## src/rtl/sparse_pe_pkg.sv

```systemverilog
// Shared constants, derived index widths and types for the sparse convolution PE.
package sparse_pe_pkg;

  localparam int IA_ROW             = 4;
  localparam int IA_COL             = 4;
  localparam int IA_CHANNEL         = 4;
  localparam int IA_DATA_BITWIDTH   = 16;
  localparam int IA_C_BITWIDTH      = 5;
  localparam int W_C_LENGTH         = 12;
  localparam int W_DATA_BITWIDTH    = 16;
  localparam int W_C_BITWIDTH       = 5;
  localparam int W_R_LENGTH         = 8;
  localparam int W_POS_PTR_BITWIDTH = 11;
  localparam int W_R_BITWIDTH       = 2;
  localparam int W_K_BITWIDTH       = 5;

  localparam int IA_H_W    = $clog2(IA_ROW) + 1;
  localparam int IA_W_W    = $clog2(IA_COL) + 1;
  localparam int IA_LEN_W  = $clog2(IA_CHANNEL) + 1;
  localparam int W_LEN_W   = $clog2(W_C_LENGTH) + 1;
  localparam int W_E_W     = $clog2(W_C_LENGTH);
  localparam int W_G_W     = $clog2(W_R_LENGTH);
  localparam int OUT_N     = 3 * IA_CHANNEL;
  localparam int OUT_IDX_W = $clog2(OUT_N);
  localparam int PROD_W    = IA_DATA_BITWIDTH + W_DATA_BITWIDTH;

  typedef enum logic [1:0] {ST_IDLE, ST_CALC, ST_DONE} state_e;

  typedef struct packed {
    logic [IA_H_W-1:0]   ia_h;
    logic [IA_W_W-1:0]   ia_w;
    logic [IA_LEN_W-1:0] ia_iters;
    logic [IA_LEN_W-1:0] ia_len;
    logic [1:0]          w_s;
    logic [W_LEN_W-1:0]  w_iters;
    logic [W_LEN_W-1:0]  w_len;
  } cfg_t;

  // Flattened partial-sum slot for filter row r, output channel k.
  function automatic logic [OUT_IDX_W-1:0] out_index(input logic [W_R_BITWIDTH-1:0] r,
                                                     input logic [W_K_BITWIDTH-1:0] k);
    return OUT_IDX_W'(r) * OUT_IDX_W'(IA_CHANNEL) + OUT_IDX_W'(k);
  endfunction

endpackage

```

## src/rtl/sparse_conv_pe_if.sv

```systemverilog
// Bundle of the PE's start/operand inputs and finish/partial-sum outputs.
interface sparse_conv_pe_if;
  import sparse_pe_pkg::*;

  logic                                 i_start;
  logic [IA_H_W-1:0]                    i_ia_h;
  logic [IA_W_W-1:0]                    i_ia_w;
  logic signed [IA_DATA_BITWIDTH-1:0]   i_ia_data  [IA_CHANNEL];
  logic [IA_C_BITWIDTH-1:0]             i_ia_c_idx [IA_CHANNEL];
  logic [IA_LEN_W-1:0]                  i_ia_iters;
  logic [IA_LEN_W-1:0]                  i_ia_len;
  logic [1:0]                           i_w_s;
  logic signed [W_DATA_BITWIDTH-1:0]    i_w_data   [W_C_LENGTH];
  logic [W_C_BITWIDTH-1:0]              i_w_c_idx  [W_C_LENGTH];
  logic [W_POS_PTR_BITWIDTH-1:0]        i_pos_ptr  [W_R_LENGTH];
  logic [W_R_BITWIDTH-1:0]              i_r_idx    [W_R_LENGTH];
  logic [W_K_BITWIDTH-1:0]              i_k_idx    [W_R_LENGTH];
  logic [W_LEN_W-1:0]                   i_w_iters;
  logic [W_LEN_W-1:0]                   i_w_len;
  logic                                 o_finish;
  logic signed [IA_DATA_BITWIDTH-1:0]   o_output_feature [OUT_N];

  modport master (
    output i_start, i_ia_h, i_ia_w, i_ia_data, i_ia_c_idx, i_ia_iters, i_ia_len,
           i_w_s, i_w_data, i_w_c_idx, i_pos_ptr, i_r_idx, i_k_idx, i_w_iters, i_w_len,
    input  o_finish, o_output_feature
  );

  modport slave (
    input  i_start, i_ia_h, i_ia_w, i_ia_data, i_ia_c_idx, i_ia_iters, i_ia_len,
           i_w_s, i_w_data, i_w_c_idx, i_pos_ptr, i_r_idx, i_k_idx, i_w_iters, i_w_len,
    output o_finish, o_output_feature
  );

endinterface

```

## src/rtl/sparse_pe_match.sv

```systemverilog
// Combinational channel-match MAC: one weight entry against every valid IA entry.
module sparse_pe_match
  import sparse_pe_pkg::*;
(
  input  logic signed [W_DATA_BITWIDTH-1:0]  w_data,
  input  logic [W_C_BITWIDTH-1:0]            w_c_idx,
  input  logic signed [IA_DATA_BITWIDTH-1:0] ia_data  [IA_CHANNEL],
  input  logic [IA_C_BITWIDTH-1:0]           ia_c_idx [IA_CHANNEL],
  input  logic [IA_LEN_W-1:0]                ia_len,
  output logic signed [PROD_W-1:0]           match_sum
);

  logic [PROD_W-1:0] term [IA_CHANNEL];

  generate
    for (genvar gi = 0; gi < IA_CHANNEL; gi++) begin : g_lane
      logic                     hit;
      logic signed [PROD_W-1:0] prod;
      assign hit     = (IA_LEN_W'(gi) < ia_len) && (ia_c_idx[gi] == w_c_idx);
      assign prod    = w_data * ia_data[gi];
      assign term[gi] = hit ? prod : '0;
    end
  endgenerate

  // Duplicate channel indices in the fibre all contribute.
  always_comb begin
    match_sum = '0;
    for (int j = 0; j < IA_CHANNEL; j++) begin
      match_sum = match_sum + $signed(term[j]);
    end
  end

endmodule

```

## src/rtl/sparse_conv_pe.sv

```systemverilog
// Sparse CNN processing element: walks a CSR-like weight bundle one entry per
// cycle and accumulates channel-matched products into a 3 x IA_CHANNEL array.
module sparse_conv_pe
  import sparse_pe_pkg::*;
(
  input  logic              i_clk,
  input  logic              i_rst_n,
  sparse_conv_pe_if.slave   pe
);

  state_e                             state_q, state_d;
  logic [W_E_W-1:0]                   e_q, e_d;
  logic [W_G_W-1:0]                   g_q, g_d;
  logic                               finish_q, finish_d;
  cfg_t                               cfg_q, cfg_d;
  logic signed [IA_DATA_BITWIDTH-1:0] out_q [OUT_N];
  logic signed [IA_DATA_BITWIDTH-1:0] out_d [OUT_N];

  logic [W_G_W-1:0]          g_inc;
  logic [W_G_W-1:0]          g_eff;
  logic [OUT_IDX_W-1:0]      acc_idx;
  logic signed [PROD_W-1:0]  match_sum;

  sparse_pe_match u_match (
    .w_data    (pe.i_w_data[e_q]),
    .w_c_idx   (pe.i_w_c_idx[e_q]),
    .ia_data   (pe.i_ia_data),
    .ia_c_idx  (pe.i_ia_c_idx),
    .ia_len    (cfg_q.ia_len),
    .match_sum (match_sum)
  );

  // The group pointer advances at most one group per entry.
  always_comb begin
    g_inc = g_q + W_G_W'(1);
    g_eff = g_q;
    if ((g_q < W_G_W'(W_R_LENGTH - 1)) &&
        (W_POS_PTR_BITWIDTH'(e_q) == pe.i_pos_ptr[g_inc])) begin
      g_eff = g_inc;
    end
    acc_idx = out_index(pe.i_r_idx[g_eff], pe.i_k_idx[g_eff]);
  end

  always_comb begin
    state_d  = state_q;
    e_d      = e_q;
    g_d      = g_q;
    cfg_d    = cfg_q;
    finish_d = 1'b0;
    out_d    = out_q;
    unique case (state_q)
      ST_IDLE: begin
        if (pe.i_start) begin
          for (int i = 0; i < OUT_N; i++) out_d[i] = '0;
          e_d   = '0;
          g_d   = '0;
          cfg_d = '{ia_h: pe.i_ia_h, ia_w: pe.i_ia_w, ia_iters: pe.i_ia_iters,
                    ia_len: pe.i_ia_len, w_s: pe.i_w_s, w_iters: pe.i_w_iters,
                    w_len: pe.i_w_len};
          state_d = (pe.i_w_len == '0) ? ST_DONE : ST_CALC;
        end
      end
      ST_CALC: begin
        g_d = g_eff;
        if (acc_idx < OUT_IDX_W'(OUT_N)) begin
          out_d[acc_idx] = out_q[acc_idx] + match_sum[IA_DATA_BITWIDTH-1:0];
        end
        e_d = e_q + W_E_W'(1);
        if (e_q == W_E_W'(cfg_q.w_len - W_LEN_W'(1))) state_d = ST_DONE;
      end
      ST_DONE: begin
        finish_d = 1'b1;
        state_d  = ST_IDLE;
      end
      default: state_d = ST_IDLE;
    endcase
  end

  always_ff @(posedge i_clk or negedge i_rst_n) begin
    if (!i_rst_n) begin
      state_q  <= ST_IDLE;
      e_q      <= '0;
      g_q      <= '0;
      cfg_q    <= '0;
      finish_q <= 1'b0;
      for (int i = 0; i < OUT_N; i++) out_q[i] <= '0;
    end else begin
      state_q  <= state_d;
      e_q      <= e_d;
      g_q      <= g_d;
      cfg_q    <= cfg_d;
      finish_q <= finish_d;
      out_q    <= out_d;
    end
  end

  assign pe.o_finish         = finish_q;
  assign pe.o_output_feature = out_q;

endmodule

```

## src/flat_wrapper.sv

```systemverilog
// flat-port wrapper written by rule: the top's interface ports become plain ports
module sparse_conv_pe_flat import sparse_pe_pkg::*;
  (i_clk, i_rst_n, pe_i_start, pe_i_ia_h, pe_i_ia_w, pe_i_ia_data, pe_i_ia_c_idx, pe_i_ia_iters, pe_i_ia_len, pe_i_w_s, pe_i_w_data, pe_i_w_c_idx, pe_i_pos_ptr, pe_i_r_idx, pe_i_k_idx, pe_i_w_iters, pe_i_w_len, pe_o_finish, pe_o_output_feature);
  sparse_conv_pe_if pe_i ();
  input  logic i_clk;
  input  logic i_rst_n;
  input wire logic [$bits(pe_i.i_start)-1:0] pe_i_start;
  input wire logic [$bits(pe_i.i_ia_h)-1:0] pe_i_ia_h;
  input wire logic [$bits(pe_i.i_ia_w)-1:0] pe_i_ia_w;
  input wire logic [$bits(pe_i.i_ia_data)-1:0] pe_i_ia_data;
  input wire logic [$bits(pe_i.i_ia_c_idx)-1:0] pe_i_ia_c_idx;
  input wire logic [$bits(pe_i.i_ia_iters)-1:0] pe_i_ia_iters;
  input wire logic [$bits(pe_i.i_ia_len)-1:0] pe_i_ia_len;
  input wire logic [$bits(pe_i.i_w_s)-1:0] pe_i_w_s;
  input wire logic [$bits(pe_i.i_w_data)-1:0] pe_i_w_data;
  input wire logic [$bits(pe_i.i_w_c_idx)-1:0] pe_i_w_c_idx;
  input wire logic [$bits(pe_i.i_pos_ptr)-1:0] pe_i_pos_ptr;
  input wire logic [$bits(pe_i.i_r_idx)-1:0] pe_i_r_idx;
  input wire logic [$bits(pe_i.i_k_idx)-1:0] pe_i_k_idx;
  input wire logic [$bits(pe_i.i_w_iters)-1:0] pe_i_w_iters;
  input wire logic [$bits(pe_i.i_w_len)-1:0] pe_i_w_len;
  output wire logic [$bits(pe_i.o_finish)-1:0] pe_o_finish;
  output wire logic [$bits(pe_i.o_output_feature)-1:0] pe_o_output_feature;
  assign pe_i.i_start = pe_i_start;
  assign pe_i.i_ia_h = pe_i_ia_h;
  assign pe_i.i_ia_w = pe_i_ia_w;
  assign pe_i.i_ia_data = {>>{pe_i_ia_data}};
  assign pe_i.i_ia_c_idx = {>>{pe_i_ia_c_idx}};
  assign pe_i.i_ia_iters = pe_i_ia_iters;
  assign pe_i.i_ia_len = pe_i_ia_len;
  assign pe_i.i_w_s = pe_i_w_s;
  assign pe_i.i_w_data = {>>{pe_i_w_data}};
  assign pe_i.i_w_c_idx = {>>{pe_i_w_c_idx}};
  assign pe_i.i_pos_ptr = {>>{pe_i_pos_ptr}};
  assign pe_i.i_r_idx = {>>{pe_i_r_idx}};
  assign pe_i.i_k_idx = {>>{pe_i_k_idx}};
  assign pe_i.i_w_iters = pe_i_w_iters;
  assign pe_i.i_w_len = pe_i_w_len;
  assign pe_o_finish = pe_i.o_finish;
  assign pe_o_output_feature = {>>{pe_i.o_output_feature}};
  sparse_conv_pe u_core (.i_clk(i_clk), .i_rst_n(i_rst_n), .pe(pe_i));
endmodule
```

## config.mk

```make
export PLATFORM = sky130hd
export DESIGN_NAME = sparse_conv_pe_flat
export DESIGN_NICKNAME = d
export VERILOG_FILES = /design/src/rtl/sparse_pe_pkg.sv /design/src/rtl/sparse_conv_pe_if.sv /design/src/rtl/sparse_pe_match.sv /design/src/rtl/sparse_conv_pe.sv /design/src/flat_wrapper.sv
export SDC_FILE = /design/constraint.sdc
export NUM_CORES = 2
export LEC_CHECK = 0
export ABC_AREA = 1
export ABC_CLOCK_PERIOD_IN_PS = 14600
export CORE_AREA = 2 2 271 273
export DETAILED_ROUTE_END_ITERATION = 10
export DIE_AREA = 0 0 273 275
export GPL_ROUTABILITY_DRIVEN = 0
export GPL_TIMING_DRIVEN = 1
export PLACE_DENSITY = 0.72
export SKIP_LAST_GASP = 1
export SYNTH_ARGS = -nofsm -noshare
export SYNTH_HDL_FRONTEND = slang
export SYNTH_SLANG_ARGS = --single-unit
```

## constraint.sdc

```tcl
create_clock -name i_clk -period 14.6 [get_ports i_clk]
set_input_delay 1.46 -clock i_clk [delete_from_list [all_inputs] [get_ports i_clk]]
set_output_delay 1.46 -clock i_clk [all_outputs]
set_load 0.01 [all_outputs]
```

==> results.yml <==
critical_path:
  cp_top_family: "adder cells"
  critical_path_arrival_ps: 12080
  slowest_delay_ps: 740
  cp_num_cells: 42
  critical_path.most_common_cell: "fa_1"
  critPathLaunchType: "input pin"
  crit_start: "pe_i_w_data[20]"
  path_class: "in2reg"
  required_ps: 14980
  r2r_cells: 46
  worst_setup_path_end_kind: "register"
  cp_slowest_cell: "clkdlybuf4s50_1"
  timing.critical_path.buf_inv: 10
  path_max_fanout: 31
  r2r-start: "u_core.e_q[0]"
sta:
  fmax_mhz: 85.49
  finalHoldViolations: 0
  setup_viol: 0
  worst_clock_skew_ps: 14.80
  fin_crit_ps: 11700
  max_slew_margin: 0.2944
  grt_setup_unrepaired: "no"
  fin_setup_tns_ps: 0
  finalCritPeriodShare: 0.8012
  slew_violations: 0
  tightestPinTransition_ps: 1047
detailed_routing:
  dr.first_iter.drc_count: 2733
  drtPass1Iterations: 8
  drcViolationCount: 0
  viasPerCell: 5.337
  wl_per_cell_um: 20.41
  vias: 32980
  wl_mm: 126.1
  ant_nets: 0
outcome:
  status: "complete, no violations"
floorplanning:
  dieArea_mm2: 0.07508
  core_area_mm2: 0.07234
  die_height_um: 275
  rows: 99
  die_width_um: 273
  io_pins: 700
  initial_utilization: 0.4513
synthesis:
  synthCells: 4637
  netlist_area_mm2: 0.03264
  synth.distinct_cells: 52
  synth_enable_flop_cells: 0
  ys_ff_latch: 209
  synthArstFlopShare: 1.000
  synthTopCellsByArea: "fa_1, dfrtp_1, inv_1"
  ys.flop_type: "dfrtp_1"
  seq_area_frac_synth: 0.1602
  syn_avg_cell_area_um2: 7.040
  netlist.area_leader.share: 0.2208
  syn_nets: 5768
  synthesis.yosys.warnings: 0
  yosysTopAreaCell: "fa_1"
layout:
  syn_to_final_growth_pct: 24.89
  fillers: 6860
  regArea_mm2: 0.005235
  multi_input_area_mm2: 0.02235
  nNetsFinal: 6327
  final_layout_size_suffix_gt1_frac: 0.03303
  final_cell_mix: "inv_1, nand2_1, clkdlybuf4s50_1"
  final_common_cell: "inv_1"
clock_network:
  numCtsBuffers: 20
  cts.hold.buffers_added: 0
  cts_buffer_depth: 3
  path_clk_slew_ps: 70
  cts_setup_buffers: 0
  h-tree-depth: 1
  cts-resized-gates: 0
  cts-root-buf: "clkbuf_16"
  clkLatencyLatePin_ps: 520
  cts_sinks: 209
  tritoncts: "yes"
global_route:
  antenna_found_initial: 17
  grt_pass1_vias: 32990
  met3_usage: 0.08554
  grt-ovfl-total: 0
  met1_usage: 0.4120
  busiest_layer: "met2"
  met2_usage: 0.5435
  grt_max_degree: 93
  grt_pass1_wl_mm: 192.7
  track_usage: 0.3336
hold_path:
  min-delay-start: "u_core.state_q[0]"
  holdCritPathClass: "reg2reg"
  min_path_cells: 1
place:
  hpwl_mm: 100.2
  io_buffers: 675
flow_run:
  max_cap_violations: 0
metrics by stage:
stage / instance area, um^2 / setup WS, ps / hold slack [ps] / utilization / std cells
after floorplan: 32640 / 4817 / 423.3 / - / 4637
after global placement: 40050 / 2615 / 426.9 / 0.5536 / 6133
after detailed placement: 40050 / 2479 / 448.2 / 0.5536 / 6133
after CTS: 40740 / 2899 / 459.2 / 0.5631 / 6166
after global routing: 40760 / 1918 / 468.5 / 0.5634 / 6175
final: 40770 / 2903 / 461.9 / 0.5636 / 6180
cells by family (layout without fill, tap and decap cells):
family	after synthesis	after routing	synth area share
compound gates	599	599	0.1063
xor+xnor	72	72	0.01955
fa+ha+maj	624	624	0.3220
buf+inv	1294	1864	0.1552
flops	209	209	0.1602
other cells	0	14	0
simple gates	1839	1839	0.2367
worst reg2reg max path: cells and delay by family (launching register included):
family | cells | cell delay [ps]
adders and majority gates | 11 | 5150
buffers and inverters | 13 | 2410
and+or+nand+nor | 16 | 2270
AOI/OAI and AO/OA | 5 | 830
DFF | 1 | 680
xor gates and xnor gates | 1 | 280
path summary, 6_finish.rpt:
check	endpoint	slack, ps
max	u_core.pe.o_output_feature[46]	2900
min	u_core.pe.o_finish	460
max reg2reg	u_core.pe.o_output_feature[143]	2920
min reg2reg	u_core.pe.o_finish	460
max in group asynchronous	u_core.pe.o_output_feature[5]	12110
min in group asynchronous	u_core.pe.o_output_feature[155]	1010
flip-flops by register name, indices dropped and copies added, names as in the netlist:
signal,flops
u_core.g_q,3
u_core.cfg_q,7
u_core.pe.o_finish,1
u_core.e_q,4
u_core.pe.o_output_feature,192
u_core.state_q,2
per-layer routing:
metal,wire length [um],up-vias
li1,-,15350
met1,48550,15570
met2,56950,1714
met3,13690,346
met4,6886,8
met5,53,-
area by class of cell:
cell class	count	area share
multi-input cells	3134	0.5483
repair buffers	715	0.1732
flip-flops and latches	209	0.1284
inverters	1116	0.1029
well taps	959	0.02943
clock buffers	24	0.01390
clock inverters	9	0.003008
diodes	14	0.0008593
cell usage after synthesis (all sizes together) (4+ instances only):
| cell type | count |
|---|---|
| xnor2 | 28 |
| o21bai | 9 |
| or2 | 9 |
| o211ai | 4 |
| xor2 | 44 |
| a31oi | 9 |
| fa | 360 |
| nand3b | 34 |
| ha | 264 |
| o21ai | 198 |
| inv | 1104 |
| dfrtp | 209 |
| o31ai | 5 |
| buf | 107 |
| nand4 | 12 |
| o22ai | 264 |
| clkbuf | 71 |
| a21oi | 88 |
| nor2 | 511 |
| nand2 | 994 |
| nor3 | 17 |
| nand3 | 258 |
| o221ai | 10 |
| clkinv | 12 |
Power is left out: the tool's default activity adds up to more than one toggle a clock period on the data nets, which glitch-free logic cannot reach.
